==> config.mk <==
export PLATFORM = sky130hd
export DESIGN_NAME = goertzel_seq_flat
export DESIGN_NICKNAME = d
export VERILOG_FILES = /design/src/rtl/goertzel_seq_if.sv /design/src/rtl/goertzel_seq.sv /design/src/flat_wrapper.sv
export SDC_FILE = /design/constraint.sdc
export NUM_CORES = 1
export LEC_CHECK = 0
export ABC_CLOCK_PERIOD_IN_PS = 2050
export BUFFER_PORTS_ARGS = -buffer_cell sky130_fd_sc_hd__buf_2
export CORE_AREA = 8 8 61 63
export DETAILED_ROUTE_END_ITERATION = 6
export DIE_AREA = 0 0 69 71
export HOLD_SLACK_MARGIN = 0.08
export PLACE_DENSITY = 0.67
export SYNTH_ARGS = -nofsm -noshare
export SYNTH_HDL_FRONTEND = slang
export SYNTH_SLANG_ARGS = --single-unit
==> constraint.sdc <==
create_clock -name clk -period 2.05 [get_ports clk]
set_clock_uncertainty 0.1 [all_clocks]
set_input_delay 0.3075 -clock clk [delete_from_list [all_inputs] [get_ports clk]]
set_output_delay 0.3075 -clock clk [all_outputs]
set_load 0.02 [all_outputs]
==> src/rtl/goertzel_seq_if.sv <==
// Valid/ready bundle between the Goertzel sequencer, its sample source and its result consumer.
interface goertzel_seq_if;
    logic sample_valid;
    logic sample_ready;
    logic result_valid;
    logic result_ready;

    modport master (
        input  sample_valid,
        input  result_ready,
        output sample_ready,
        output result_valid
    );

    modport slave (
        output sample_valid,
        output result_ready,
        input  sample_ready,
        input  result_valid
    );
endinterface

==> src/rtl/goertzel_seq.sv <==
// Control sequencer for the Goertzel tone detector: gathers a block of samples, flushes the
// recursion pipeline, fires the power stage and hands the result over with a valid/ready pair.
module goertzel_seq #(
    parameter int BLOCK_LEN = 205,
    parameter int CNT_W     = 8,
    parameter int PIPE_LAT  = 2
) (
    input  logic               clk,
    input  logic               rst,
    input  logic               start,
    input  logic               cont,
    input  logic               abort,
    goertzel_seq_if.master     hs,
    output logic               fill_en,
    output logic               iter_en,
    output logic               clr_state,
    output logic               final_en,
    output logic               busy,
    output logic [CNT_W-1:0]   sample_cnt
);
    typedef enum logic [2:0] {IDLE, CLEAR, ACCUM, FLUSH, FINAL, DONE} state_t;

    localparam logic [CNT_W:0] LAST_IDX   = (CNT_W+1)'(BLOCK_LEN - 1);
    localparam logic [3:0]     FLUSH_LOAD = 4'(PIPE_LAT);

    state_t         state, state_nxt;
    logic [CNT_W:0] cnt_p0;      // one spare bit so a full 2^CNT_W block never wraps
    logic [3:0]     flush_cnt;
    logic           accept_p0;
    logic           vld_p1;

    // The port cannot show 2^CNT_W, so a full-range block pins the count at all-ones.
    function automatic logic [CNT_W-1:0] sat_cnt(input logic [CNT_W:0] v);
        return v[CNT_W] ? {CNT_W{1'b1}} : v[CNT_W-1:0];
    endfunction

    always_comb begin
        state_nxt       = state;
        accept_p0       = 1'b0;
        hs.sample_ready = 1'b0;
        hs.result_valid = 1'b0;
        clr_state       = 1'b0;
        final_en        = 1'b0;
        case (state)
            IDLE:  if (start) state_nxt = CLEAR;
            CLEAR: begin
                clr_state = 1'b1;
                state_nxt = ACCUM;
            end
            ACCUM: begin
                hs.sample_ready = 1'b1;
                accept_p0       = hs.sample_valid;
                if (accept_p0 && cnt_p0 == LAST_IDX) state_nxt = FLUSH;
            end
            FLUSH: if (flush_cnt == 4'd1) state_nxt = FINAL;
            FINAL: begin
                final_en  = 1'b1;
                state_nxt = DONE;
            end
            DONE: begin
                hs.result_valid = 1'b1;
                if (hs.result_ready) state_nxt = cont ? CLEAR : IDLE;
            end
            default: state_nxt = IDLE;
        endcase
        if (abort) state_nxt = IDLE;
    end

    assign fill_en    = accept_p0;
    assign iter_en    = vld_p1;
    assign busy       = (state != IDLE);
    assign sample_cnt = sat_cnt(cnt_p0);

    // p0 -> p1: filler captures on the accept edge, recursion steps one cycle later
    always_ff @(posedge clk or negedge rst) begin
        if (!rst) begin
            state     <= IDLE;
            vld_p1    <= 1'b0;
            cnt_p0    <= '0;
            flush_cnt <= '0;
        end else begin
            state  <= state_nxt;
            vld_p1 <= accept_p0 & ~abort;
            if (abort || state == CLEAR)
                cnt_p0 <= '0;
            else if (accept_p0)
                cnt_p0 <= cnt_p0 + (CNT_W+1)'(1);
            if (state_nxt == FLUSH && state != FLUSH)
                flush_cnt <= FLUSH_LOAD;
            else if (state == FLUSH)
                flush_cnt <= flush_cnt - 4'd1;
        end
    end
endmodule

==> src/flat_wrapper.sv <==
// flat-port wrapper written by rule: the top's interface ports become plain ports
module goertzel_seq_flat 
#(
    parameter int BLOCK_LEN = 205,
    parameter int CNT_W     = 8,
    parameter int PIPE_LAT  = 2
)
  (clk, rst, start, cont, abort, fill_en, iter_en, clr_state, final_en, busy, sample_cnt, hs_sample_valid, hs_result_ready, hs_sample_ready, hs_result_valid);
  goertzel_seq_if hs_i ();
  input  logic clk;
  input  logic rst;
  input  logic start;
  input  logic cont;
  input  logic abort;
  output logic fill_en;
  output logic iter_en;
  output logic clr_state;
  output logic final_en;
  output logic busy;
  output logic [CNT_W-1:0] sample_cnt;
  input wire logic [$bits(hs_i.sample_valid)-1:0] hs_sample_valid;
  input wire logic [$bits(hs_i.result_ready)-1:0] hs_result_ready;
  output wire logic [$bits(hs_i.sample_ready)-1:0] hs_sample_ready;
  output wire logic [$bits(hs_i.result_valid)-1:0] hs_result_valid;
  assign hs_i.sample_valid = hs_sample_valid;
  assign hs_i.result_ready = hs_result_ready;
  assign hs_sample_ready = hs_i.sample_ready;
  assign hs_result_valid = hs_i.result_valid;
  goertzel_seq #(.BLOCK_LEN(BLOCK_LEN), .CNT_W(CNT_W), .PIPE_LAT(PIPE_LAT)) u_core (.clk(clk), .rst(rst), .start(start), .cont(cont), .abort(abort), .hs(hs_i), .fill_en(fill_en), .iter_en(iter_en), .clr_state(clr_state), .final_en(final_en), .busy(busy), .sample_cnt(sample_cnt));
endmodule
# == Word level (Yosys, flattened, before mapping) ==
# Cells that the tools add are included.
# word_totals
out_inout_bits,15
regBits,17
# classes
eq_ne,9
muxes,17
add_sub_neg,2
bitwise,2
reduce_logical,7
# ops
operator,count
9-bit two-way mux,2
3-bit one-hot mux with 6 select lines,1
3-bit two-way mux,5
9-bit by 1-bit adder with 9-bit output (second input constant),1
3-bit by 2-bit == test with 1-bit output (second input constant),3
9-bit by 8-bit == test with 1-bit output (second input constant),1
4-bit two-way mux,2
8-bit two-way mux,1
3-bit == test (second input constant),2
1-bit two-way mux,6
4-bit by 1-bit == test with 1-bit output (second input constant),1
2-bit nonzero test,2
4-bit by 1-bit subtractor with 4-bit output (second input constant),1
3-bit by 1-bit == test with 1-bit output (second input constant),1
3-bit zero test,1
3-bit by 2-bit != test with 1-bit output (second input constant),1
3-bit nonzero test,1
1-bit logical AND,2
1-bit AND,1
1-bit logical OR,1
1-bit NOT,1

# == Longest topological paths before layout ==
# logic_depth
depth_word,8
ltp_mapped,6

# == Worst setup path before layout ==
# Ideal clock, no wire load.
# synth_timing
path_kind,register to register
startpoint,register u_core.state[0]
endpoint,register u_core.cnt_p0[2]
required_time_ns,1.822
arrival_ns,1.687
setup_time_ns,0.128
slack_ns,0.134
stages_incl_launch_ff,6
path_cell_list,dfrtp_1 buf_2 nor3b_1 or2_2 clkbuf_1 nor2_1
# synth_via
elab_chain_len,3
word_cells_on_any_way,6
cone_classes,eq/ne (2); mux (2); reduce/logical (2)
# synth_rtl
item,line_no,source
from (decl),goertzel_seq.sv:26,"state_t state, state_nxt;"
from (signal assigned),goertzel_seq.sv:82,state <= state_nxt;
3-bit by 2-bit == test with 1-bit output or 3-bit by 1-bit == test with 1-bit output (tied branches),"goertzel_seq.sv:44, goertzel_seq.sv:84",
1-bit two-way mux or 1-bit logical OR (tied branches),"goertzel_seq.sv:44, goertzel_seq.sv:84",
2-bit nonzero test (no line) or 9-bit two-way mux (tied branches),--,
to (signal assigned),goertzel_seq.sv:87,cnt_p0 <= cnt_p0 + (CNT_W+1)'(1);
to (decl),goertzel_seq.sv:27,logic [CNT_W:0] cnt_p0;
# Parallel ways exist; a longest one is shown, timed or not.
# A chain may end at the register's enable or synchronous reset.

# == Worst setup path after layout ==
# layout_timing
startpoint,register u_core.state[0]
endpoint,output port fill_en
# layout_via
elab_chain_len,2
# layout_rtl
item,line_no,source
3-bit by 2-bit == test with 1-bit output,goertzel_seq.sv:44,case (state)
1-bit two-way mux,goertzel_seq.sv:44,
to (decl),flat_wrapper.sv:15,output logic fill_en;
# No other way between the ends.

==> impl_metrics.py <==
metrics = {
    "run_status": {
        "status": "finished clean",
    },
    "clock_tree": {
        "worstSkewPairLatency_ps": 280,
        "cts_max_level": 1,
        "cts_tree": "done",
        "cts_buffers": 3,
        "cts_setup_buffers": 0,
        "cts_sinks": 17,
        "path_clk_slew_ps": 100,
        "cts_buffer_depth": 2,
        "clockRootBuffer": "clkbuf_4",
    },
    "placed_design": {
        "globalplace.congestion": 0.745,
        "io_buffers": 21,
        "dp_hpwl_um": 1810,
        "place_area_um2": 1230,
    },
    "final_layout": {
        "nNetsFinal": 151,
        "stdcell_area_um2": 1280,
        "fillers": 297,
        "antenna-diode-count": 0,
        "drive_above_1_share_pct": 34.5,
        "area_growth_pct": 20.2,
    },
    "timing": {
        "hold_viol_final": 0,
        "rsz0062_at_grt": "false",
        "min_period_ps": 1910,
        "relSlewSlack_pct": 71.9,
        "min_period_over_period_pct": 93.3,
        "finalSetupViolCount": 0,
        "fin_tns_setup_ps": 0,
        "worst_pin_slew_ps": 422,
        "fmaxAchievable_ghz": 0.523,
        "final_max_slew_viol_count": 0,
    },
    "power_and_ir_drop": {
        "power.net_switching_mw": 0.257,
        "p_per_area_nw_per_um2": 623,
        "leakagePower_nw": 0.689,
        "p_seq_share_pct": 51.8,
        "p_int_mw": 0.540,
        "clock_power_share_pct": 22.7,
        "switching_share_pct": 32.3,
        "combPwrFrac_pct": 25.5,
        "peakVddDrop_mv": 0.454,
    },
    "die": {
        "fp-row-count": 20,
        "start_util_pct": 37.3,
        "die-area_um2": 4900,
        "die_x_um": 69,
        "die_y_um": 71,
        "coreArea_um2": 2850,
        "io_pins": 22,
    },
    "synth": {
        "synth_nets": 123,
        "ys_warn_count": 0,
        "syn_inst": 112,
        "synth.avg_cell_area_um2": 9.51,
        "async_flop_share_pct": 100,
        "synth_area_um2": 1060,
        "ys_seq_area_share_pct": 40.0,
        "synth_cell_types": 34,
        "synth_edf_count": 0,
        "synth_ff_type": "dfrtp_1",
        "synth-seq-cells": 17,
    },
    "min_path": {
        "hold_class": "primary input to flip-flop",
        "hold_depth": 3,
    },
    "global_route": {
        "grt_max_degree": 18,
        "antenna_found_initial": 0,
        "grt_pass1_vias": 941,
        "grt_overflow_total": 0,
        "grt_pass1_wl_um": 4200,
        "grt_use_total_pct": 9.94,
    },
    "drt": {
        "avgViaCountPerCell": 5.17,
        "drtIter0Drc": 46,
        "drtPass1Iterations": 4,
        "drc_errors": 0,
        "wl_per_cell_um": 13.5,
        "wl_um": 2320,
        "vias": 890,
        "ant_nets": 0,
    },
    "setup_path": {
        "reg2reg_depth": 7,
        "crit_fanout": 6,
        "crit_path_start_kind": "flip-flop",
        "worstPathRequired_ps": 1640,
        "worstSetupPathType": "flip-flop to output port",
        "cp-end-kind": "output port",
        "cp_data_arrival_time_ps": 1500,
    },
    "run": {
        "maxCapViolCount": 0,
    },
}
[cell usage after synthesis (all sizes together), types with 2 or more instances]
master	count	area share (%)
a21oi	7	3.6
a221oi	2	2.2
and3	2	1.2
buf	4	3.1
clkbuf	3	1.1
dfrtp	17	40
ha	4	4.7
inv	7	2.5
nand2	7	2.5
nand4	4	5.2
nor2	8	2.8
nor2b	5	2.9
nor3	3	1.4
nor4bb	2	1.9
o21ai	7	3.3
or2	9	5.3
or3	5	2.9
xor2	4	3.3
[through the flow]
stage               hold slack, ps  power (mW)  util, %  setup slack [ps]  std cells
global route                   254       0.859     44.9              29.4        172
CTS                            226       0.807     44.3              78.7        172
finish                         249       0.797     44.9               138        172
floorplan                    -88.1       0.559        -               134        112
detailed placement             161       0.621     43.0               129        167
global placement               150       0.607     43.0               170        167
[state kept, by name, indices dropped and copies added (netlist names)]
signal            count
u_core.flush_cnt      4
u_core.cnt_p0         9
u_core.state          3
u_core.iter_en        1
[timing repair]
action,in CTS,in global routing
gates resized for setup,0,2
endpoints found under the hold margin,17,0
endpoints found under the setup margin,0,4
hold buffers,1,0
[layer usage]
metal | GRT usage (%) | share of wire, % | vias to the layer above
li1 | - | - | 443
met1 | 11.8 | 48 | 426
met2 | 16.8 | 46 | 21
met3 | 3.08 | 5.9 | 0
met4 | 2.73 | 0 | 0
met5 | 0 | 0 | -
[worst max-delay path: stages (launching register included)]
cell,delay (ps)
dfrtp_1,390
and4bb_1,460
buf_4,200
buf_2,170
[final timing paths]
kind                                          start                  end  slack, ps
min in group asynchronous                       rst     u_core.cnt_p0[8]        370
worst max register to register     u_core.cnt_p0[0]  u_core.flush_cnt[0]        190
worst min-delay path                          abort      u_core.state[2]        250
max in group asynchronous                       rst  u_core.flush_cnt[3]       1200
worst min register to register  u_core.flush_cnt[0]  u_core.flush_cnt[0]        450
worst max-delay path                u_core.state[0]              fill_en        140
[power by group through the flow]
| stage | combinational [mW] | clock [mW] | sequential (mW) |
|---|---|---|---|
| after floorplan | 0.146 | 0 | 0.413 |
| after global placement | 0.190 | 0 | 0.417 |
| after detailed placement | 0.202 | 0 | 0.419 |
| after CTS | 0.203 | 0.191 | 0.413 |
| after global routing | 0.235 | 0.205 | 0.419 |
| final | 0.203 | 0.181 | 0.413 |
[area by class of cell]
cell class	instances	area, um2	area share (%)
flip-flops and latches	17	425	33.2
inverters	7	26.3	2.05
multi-input cells	81	586	45.7
clock buffers	4	26.3	2.05
well taps	33	41.3	3.23
repair buffers	30	175	13.7
[cells in the final DEF, fill, tap and decap left out, types with 2 or more instances in the layout]
cell / count
buf_2: 21
a21oi_1: 6
nand4_1: 2
clkbuf_4: 3
xor2_1: 4
or3_1: 5
or2_2: 9
inv_1: 7
o21ai_0: 7
nand2_1: 7
dfrtp_1: 17
and3_1: 2
nand4_4: 2
nor4bb_1: 2
buf_4: 8
ha_1: 4
nor3_1: 3
nor2_1: 8
nor2b_1: 5
[cell families (layout without fill, tap and decap cells)]
group | Yosys count | in the layout | synth area share [%]
buf+inv | 14 | 41 | 6.58
fa+ha+maj | 4 | 4 | 4.70
flops | 17 | 17 | 40.0
compound gates | 22 | 22 | 14.8
xor+xnor | 4 | 4 | 3.29
simple gates | 51 | 51 | 30.7
No activity file was read; power rests on OpenSTA's default activity.
